--- config.mk ---
export PLATFORM = sky130hd
export DESIGN_NAME = nn_multicycle_sequencer
export DESIGN_NICKNAME = d
export VERILOG_FILES = /design/src/rtl/nn_multicycle_sequencer.sv
export SDC_FILE = /design/constraint.sdc
export NUM_CORES = 1
export LEC_CHECK = 0
export ABC_CLOCK_PERIOD_IN_PS = 5040
export CORE_AREA = 2 2 70 72
export CTS_CLUSTER_DIAMETER = 150
export DETAILED_ROUTE_END_ITERATION = 16
export DIE_AREA = 0 0 72 74
export PLACE_DENSITY = 0.82
export SYNTH_ARGS = -nofsm -noshare
export SYNTH_HDL_FRONTEND = slang
export SYNTH_SLANG_ARGS = --single-unit
--- constraint.sdc ---
create_clock -name clk_i -period 5.04 [get_ports clk_i]
set_input_delay 1.512 -clock clk_i [delete_from_list [all_inputs] [get_ports clk_i]]
set_output_delay 1.512 -clock clk_i [all_outputs]
set_load 0.03 [all_outputs]
--- src/rtl/nn_multicycle_sequencer.sv ---
// Multi-cycle instruction sequencer for the NN simulator core.
// Fetches 16-bit instructions, steps them through ALU1/ALU2/dmem/regfile, and tracks faults and retirements.
module nn_multicycle_sequencer #(
    parameter int PC_WIDTH = 8,
    parameter int TIMEOUT  = 15
) (
    input  logic                clk_i,
    input  logic                reset_i,
    input  logic                start_i,
    output logic                imem_req_o,
    input  logic                imem_ack_i,
    input  logic [15:0]         imem_rdata_i,
    output logic [PC_WIDTH-1:0] pc_o,
    output logic                dmem_req_o,
    output logic                dmem_we_o,
    input  logic                dmem_ack_i,
    output logic [2:0]          alu_ctrl1_o,
    output logic [2:0]          alu_ctrl2_o,
    output logic                alu_src_o,
    output logic                reg_write_o,
    output logic                mem_to_reg_o,
    output logic                busy_o,
    output logic                halted_o,
    output logic [1:0]          fault_o,
    output logic [15:0]         retired_o
);

    localparam int WAIT_W = $clog2(TIMEOUT + 1);
    localparam logic [WAIT_W-1:0] WAIT_LAST = WAIT_W'(TIMEOUT - 1);

    localparam logic [3:0] OP_NOP  = 4'h0;
    localparam logic [3:0] OP_ADD  = 4'h1;
    localparam logic [3:0] OP_MUL  = 4'h2;
    localparam logic [3:0] OP_SLT  = 4'h3;
    localparam logic [3:0] OP_MAC  = 4'h4;
    localparam logic [3:0] OP_ADDI = 4'h9;
    localparam logic [3:0] OP_HALT = 4'hB;
    localparam logic [3:0] OP_LD   = 4'hE;
    localparam logic [3:0] OP_ST   = 4'hF;

    localparam logic [1:0] FAULT_NONE    = 2'b00;
    localparam logic [1:0] FAULT_ILLEGAL = 2'b01;
    localparam logic [1:0] FAULT_IMEM    = 2'b10;
    localparam logic [1:0] FAULT_DMEM    = 2'b11;

    localparam logic [2:0] ALU_ADD  = 3'b000;
    localparam logic [2:0] ALU_MUL  = 3'b001;
    localparam logic [2:0] ALU_SLT  = 3'b010;
    localparam logic [2:0] ALU_IDLE = 3'b111;

    typedef enum logic [3:0] {
        S_IDLE,
        S_FETCH,
        S_DECODE,
        S_EXEC1,
        S_EXEC2,
        S_MEM,
        S_WB,
        S_HALT,
        S_ERROR
    } state_t;

    state_t              state_q, state_d;
    logic [PC_WIDTH-1:0] pc_q, pc_d;
    logic [15:0]         ir_q, ir_d;
    logic [15:0]         retired_q, retired_d;
    logic [1:0]          fault_q, fault_d;
    logic [WAIT_W-1:0]   waitCnt_q, waitCnt_d;
    logic                retireNow;
    logic                advancePc;
    logic [3:0]          opcode;
    logic                unused_irBits;

    assign opcode        = ir_q[15:12];
    assign unused_irBits = ^ir_q[11:0];

    function automatic logic isExecOp(input logic [3:0] op);
        case (op)
            OP_ADD, OP_ADDI, OP_MUL, OP_SLT, OP_MAC, OP_LD, OP_ST: isExecOp = 1'b1;
            default:                                               isExecOp = 1'b0;
        endcase
    endfunction

    always_ff @(posedge clk_i) begin
        if (reset_i) begin
            state_q   <= S_IDLE;
            pc_q      <= '0;
            ir_q      <= '0;
            retired_q <= '0;
            fault_q   <= FAULT_NONE;
            waitCnt_q <= '0;
        end else begin
            state_q   <= state_d;
            pc_q      <= pc_d;
            ir_q      <= ir_d;
            retired_q <= retired_d;
            fault_q   <= fault_d;
            waitCnt_q <= waitCnt_d;
        end
    end

    always_comb begin
        state_d   = state_q;
        pc_d      = pc_q;
        ir_d      = ir_q;
        retired_d = retired_q;
        fault_d   = fault_q;
        waitCnt_d = waitCnt_q;
        retireNow = 1'b0;
        advancePc = 1'b0;

        case (state_q)
            S_IDLE: begin
                if (start_i) begin
                    state_d   = S_FETCH;
                    waitCnt_d = '0;
                end
            end
            // An ack in the final allowed wait cycle still completes the fetch.
            S_FETCH: begin
                if (imem_ack_i) begin
                    ir_d    = imem_rdata_i;
                    state_d = S_DECODE;
                end else if (waitCnt_q == WAIT_LAST) begin
                    fault_d = FAULT_IMEM;
                    state_d = S_ERROR;
                end else begin
                    waitCnt_d = waitCnt_q + WAIT_W'(1);
                end
            end
            S_DECODE: begin
                if (opcode == OP_NOP) begin
                    retireNow = 1'b1;
                    advancePc = 1'b1;
                    state_d   = S_FETCH;
                    waitCnt_d = '0;
                end else if (opcode == OP_HALT) begin
                    retireNow = 1'b1;
                    state_d   = S_HALT;
                end else if (isExecOp(opcode)) begin
                    state_d = S_EXEC1;
                end else begin
                    fault_d = FAULT_ILLEGAL;
                    state_d = S_ERROR;
                end
            end
            S_EXEC1: begin
                if (opcode == OP_MAC) begin
                    state_d = S_EXEC2;
                end else if (opcode == OP_LD || opcode == OP_ST) begin
                    state_d   = S_MEM;
                    waitCnt_d = '0;
                end else begin
                    state_d = S_WB;
                end
            end
            S_EXEC2: state_d = S_WB;
            S_MEM: begin
                if (dmem_ack_i) begin
                    if (opcode == OP_ST) begin
                        retireNow = 1'b1;
                        advancePc = 1'b1;
                        state_d   = S_FETCH;
                        waitCnt_d = '0;
                    end else begin
                        state_d = S_WB;
                    end
                end else if (waitCnt_q == WAIT_LAST) begin
                    fault_d = FAULT_DMEM;
                    state_d = S_ERROR;
                end else begin
                    waitCnt_d = waitCnt_q + WAIT_W'(1);
                end
            end
            S_WB: begin
                retireNow = 1'b1;
                advancePc = 1'b1;
                state_d   = S_FETCH;
                waitCnt_d = '0;
            end
            S_HALT, S_ERROR: state_d = state_q;
            default:         state_d = S_IDLE;
        endcase

        if (retireNow && retired_q != 16'hFFFF) begin
            retired_d = retired_q + 16'd1;
        end
        if (advancePc) begin
            pc_d = pc_q + PC_WIDTH'(1);
        end
    end

    // Strobes depend only on state and the latched opcode, never on live inputs.
    always_comb begin
        imem_req_o   = 1'b0;
        dmem_req_o   = 1'b0;
        dmem_we_o    = 1'b0;
        alu_ctrl1_o  = ALU_IDLE;
        alu_ctrl2_o  = ALU_IDLE;
        alu_src_o    = 1'b0;
        reg_write_o  = 1'b0;
        mem_to_reg_o = 1'b0;

        case (state_q)
            S_FETCH: imem_req_o = 1'b1;
            S_EXEC1: begin
                case (opcode)
                    OP_MUL, OP_MAC: alu_ctrl1_o = ALU_MUL;
                    OP_SLT:         alu_ctrl1_o = ALU_SLT;
                    default:        alu_ctrl1_o = ALU_ADD;
                endcase
                alu_src_o = (opcode == OP_ADDI);
            end
            S_EXEC2: begin
                alu_ctrl1_o = ALU_MUL;
                alu_ctrl2_o = ALU_ADD;
            end
            S_MEM: begin
                dmem_req_o = 1'b1;
                dmem_we_o  = (opcode == OP_ST);
            end
            S_WB: begin
                reg_write_o  = 1'b1;
                mem_to_reg_o = (opcode == OP_LD);
            end
            default: ;
        endcase
    end

    assign pc_o      = pc_q;
    assign retired_o = retired_q;
    assign fault_o   = fault_q;
    assign busy_o    = !(state_q == S_IDLE || state_q == S_HALT || state_q == S_ERROR);
    assign halted_o  = (state_q == S_HALT || state_q == S_ERROR);

endmodule

Word level (Yosys, flattened, before mapping) --
Cells that the tools add are included.
Operators by class: add/sub/neg operators 3, equality and inequality tests 30, multiplexer cells 48, bitwise logic cells 1, reductions and logical operators 17
Operator list (count):
- $mux 4 | 15
- $pmux 4 s8 | 1
- $eq 4x4->1 const B | 6
- $pmux 4 s6 | 1
- $ne 2x2->1 const B | 11
- $eq 4x3->1 const B | 5
- $mux 2 | 9
- $add 16x1->16 const B | 1
- $eq 4x2->1 const B | 4
- $ne 16x16->1 const B | 1
- $mux 1 | 15
- $add 8x1->8 const B | 1
- $eq 4x1->1 const B | 2
- $logic_not 4->1 | 2
- $reduce_and 8->1 | 1
- $reduce_and 7->1 | 1
- $reduce_or 7->1 | 1
- $mux 3 | 2
- $pmux 1 s3 | 2
- $pmux 2 s3 | 1
- $pmux 3 s2 | 1
- $reduce_bool 6->1 | 1
- $add 4x1->4 const B | 1
- $logic_or 1x1->1 | 4
- other kinds (8) | 10
Word-level totals: flip-flop bits (word level) 50, input bits 21, output and inout bits 40, word-level logic and storage cells 105

Longest topological paths before layout --
depth in word-level cells 10, mapped depth 9

Worst setup path after synthesis --
Ideal clock, no wire load.
kind reg-to-output, start register state_q[2], end output alu_ctrl1_o[1], data arrival time 1.782 ns, required time 3.528 ns, slack 1.746 ns, cell stages (with the launch flop) 4, path buffers 1, path through dfxtp_1 -> buf_6 -> nand4bb_1 -> o41ai_1
Between the ends: word-level cells in the longest chain between the ends 2, elaborated cells on any way between the ends 3, classes of those cells 2 x eq/ne; 1 x mux
RTL lines:
- start, declared | line 63 | state_t state_q, state_d;
- start signal, assigned | line 93 | state_q <= state_d;
- $eq 4x3->1 / $eq 4x2->1 (equally long branches) | line 204 | case (state_q)
- $pmux 3 s2 * | line 204
- end, declared | line 17 | output logic [2:0] alu_ctrl1_o,
Every way passes the cells marked *; elsewhere a longest branch is shown, timed or not.

Worst setup path after layout --
start register state_q[1], end output alu_ctrl1_o[1]
The elaborated chain is that of the path after synthesis.

==> qor.txt <==
Peak VDD IR: 0.1861 mV
Placement Cell Area: 0.002759 mm2
Flop pwr share: 0.408
TritonCTS clock tree: yes
Slowest library cell on the worst path: clkdlybuf4s50_1
Vias per std cell: 5.938
Chip width: 72 um
Unrepaired setup endpoints after global routing: no
Max-Cap Viols: 0
Clock slew at reported path FFs: 0.08 ns
Area growth from synthesis to layout: 24.64%
Commonest cells after routing, fill and taps aside: clkdlybuf4s50_1 (48), dfxtp_1 (38), a21oi_1 (33)
Main synth FF type: dfxtp_1
Hold_buf cts: 0
Tmin final: 3.888 ns
Post-cts resize count: 0
Setup total negative slack: 0 ns
Synth cell types: 58
Clk_lat worst skew: 0.29 ns
Crit path cell chain: nand4bb_1 -> o41ai_1 -> clkdlybuf4s50_1
Crit path max fanout: 16
First-pass GRT wire length: 9.114 mm
PnR worst setup slack: 1.152 ns
Die ar.: 0.005328 mm2
Place WS: 1.489 ns
Setup-failing EPs final: 0
Multi-input gate area: 0.001405 mm2
Overall power: 923.8 uW
Cell count after synthesis: 293
Power density over the cells: 323.7 mW/mm2
Layout cells sized above 1: 0.05438
Row count: 25
WHS: 0.4608 ns
Gr ovfl total: 0
All-Layer GR Usage: 0.2126
Seq cells post-synth: 38
CTS Sinks: 38
Critical path class: register to primary output
Cell Area, Synth: 0.002290 mm2
I/O pins: 61
Clock Skew: 0.006739 ns
Fin crit share: 0.7715
Via Count: 2286
Reg area: 760.7 um2
ANT nets after route: 0
Relative max-transition margin: 0.3837
Seq/Total Area, Yosys: 0.3322
Crit path capture type: primary output
Worst Max-Slew Pin Slew: 0.9244 ns
Final Hold Fails: 0
Core area: 0.004598 mm2
Worst min path class: register to register
EDFF count, synth: 0
Post-detail-place hpwl: 3.960 mm
Cts bufs inserted: 5
Commonest non-fill, non-tap cell in the layout: clkdlybuf4s50_1
WL final: 5.469 mm
Nets: 355
Clock share of power: 0.235
H-tree levels: 2
Crit start category: register
Syn_area_per_cell: 7.815 um2
Root Buffer: clkbuf_8
Initial Util: 0.4980
DR WL/cell: 14.21 um
Crit path arrival time: 2.38 ns
Async set or reset register ratio after synthesis: 0
WP data required: 3.53 ns
Number of diodes: 0
Internal power: 570.5 uW
CTS max path bufs: 2
Post-CTS Setup Bufs: 0
Highest Clock Rate: 257.2 MHz
RD Place Congestion: 0.8367
Logic pwr share: 0.357
Antenna violations before repair: 0
Vias in the first global route: 2034
Warning count from the yosys run: 0
Status: finished, final reports clean
Switching share of total power: 0.3824
Fillers: 411
Fin. max-slew vios: 0
Max incr delay on CP: 0.73 ns
DR iter-0 viols: 290
Pin count of the biggest net entering global routing: 27
Psw: 353.2 uW
Die Height: 74 um
Initial DRT Pass Iterations: 5
Leakage power: 0.9768 nW
Post-Syn Nets: 318
Number of buffers added on ports: 48
Post-route cell area: 0.002854 mm2
DRC Markers: 0
==> final timing paths <==
path,start,end,slack (ns),depth (start not counted)
max,state_q[1]$_SDFFE_PP0P_,alu_ctrl1_o[1],1.15,3
min,fault_o[1]$_SDFFE_PP0P_,fault_o[1]$_SDFFE_PP0P_,0.46,2
max reg2reg,state_q[2]$_SDFFE_PP0P_,retired_o[13]$_SDFFE_PP0P_,2.36,6
min reg2reg,fault_o[1]$_SDFFE_PP0P_,fault_o[1]$_SDFFE_PP0P_,0.46,2
==> layout make-up <==
type | instances | area share
clock buffers | 6 | 0.02893
clock inverters | 2 | 0.004384
inverters | 8 | 0.01052
multi-input cells | 227 | 0.4923
flip-flops and latches | 38 | 0.2665
well taps | 54 | 0.02367
repair buffers | 50 | 0.1736
==> worst max-delay path, delay by kind of cell, from the launching register on <==
kind / cells / cell delay, ns
AOI/OAI and AO/OA: 1 / 0.40
and+or+nand+nor: 1 / 0.30
buffers and inverters: 1 / 0.73
DFF: 1 / 0.65
==> synthesized netlist by cell type (4+ instances only) <==
| cell type | number | share of area |
|---|---|---|
| dfxtp_1 | 38 | 0.33 |
| a21oi_1 | 33 | 0.072 |
| nand2_1 | 30 | 0.049 |
| nor2_1 | 20 | 0.033 |
| clkbuf_1 | 14 | 0.023 |
| nand3_1 | 12 | 0.026 |
| and2_1 | 9 | 0.025 |
| o21ai_1 | 9 | 0.020 |
| or3_1 | 9 | 0.025 |
| and3_1 | 8 | 0.022 |
| inv_1 | 8 | 0.013 |
| nand4_1 | 7 | 0.019 |
| xnor2_1 | 7 | 0.027 |
| nor2b_1 | 6 | 0.016 |
| o31ai_1 | 6 | 0.020 |
| a31oi_1 | 5 | 0.014 |
| or4_1 | 5 | 0.016 |
| ha_1 | 4 | 0.022 |
| nand2b_1 | 4 | 0.011 |
| o21ai_0 | 4 | 0.0087 |
==> registers in the layout, summed over array words and instances, names as in the netlist <==
signal / count
fault_o: 2
ir_q: 4
pc_o: 8
retired_o: 16
state_q: 4
waitCnt_q: 4
==> power by group through the flow <==
stage / Sequential (mW) / Combinational [mW] / Clock (mW)
finish: 0.377 / 0.330 / 0.217
global route: 0.383 / 0.359 / 0.238
CTS: 0.376 / 0.330 / 0.224
detailed placement: 0.383 / 0.328 / 0
global placement: 0.381 / 0.321 / 0
floorplan: 0.359 / 0.260 / 0
==> metal layers <==
metal  GRT usage  share of wire  vias up
met5           0              0        -
met1      0.2707           0.45     1052
met2      0.3642           0.48       69
met3     0.04065          0.050       10
li1            -              -     1155
met4     0.07338          0.019        0
==> metrics by stage <==
step / util / cells
after floorplan: - / 293
after global placement: 0.6000 / 377
after detailed placement: 0.6000 / 377
after CTS: 0.6207 / 385
after global routing: 0.6207 / 385
final: 0.6207 / 385
==> kinds of logic (layout without fill, tap and decap cells) <==
| group | after synthesis | in the layout | synth area share |
|---|---|---|---|
| buf+inv | 28 | 66 | 0.05409 |
| fa+ha+maj | 4 | 4 | 0.02186 |
| mux | 3 | 3 | 0.01366 |
| xor+xnor | 9 | 9 | 0.03443 |
| compound gates | 83 | 83 | 0.2355 |
| flops | 38 | 38 | 0.3322 |
| simple gates | 128 | 128 | 0.3082 |
Power figures use the tool's default switching activity.
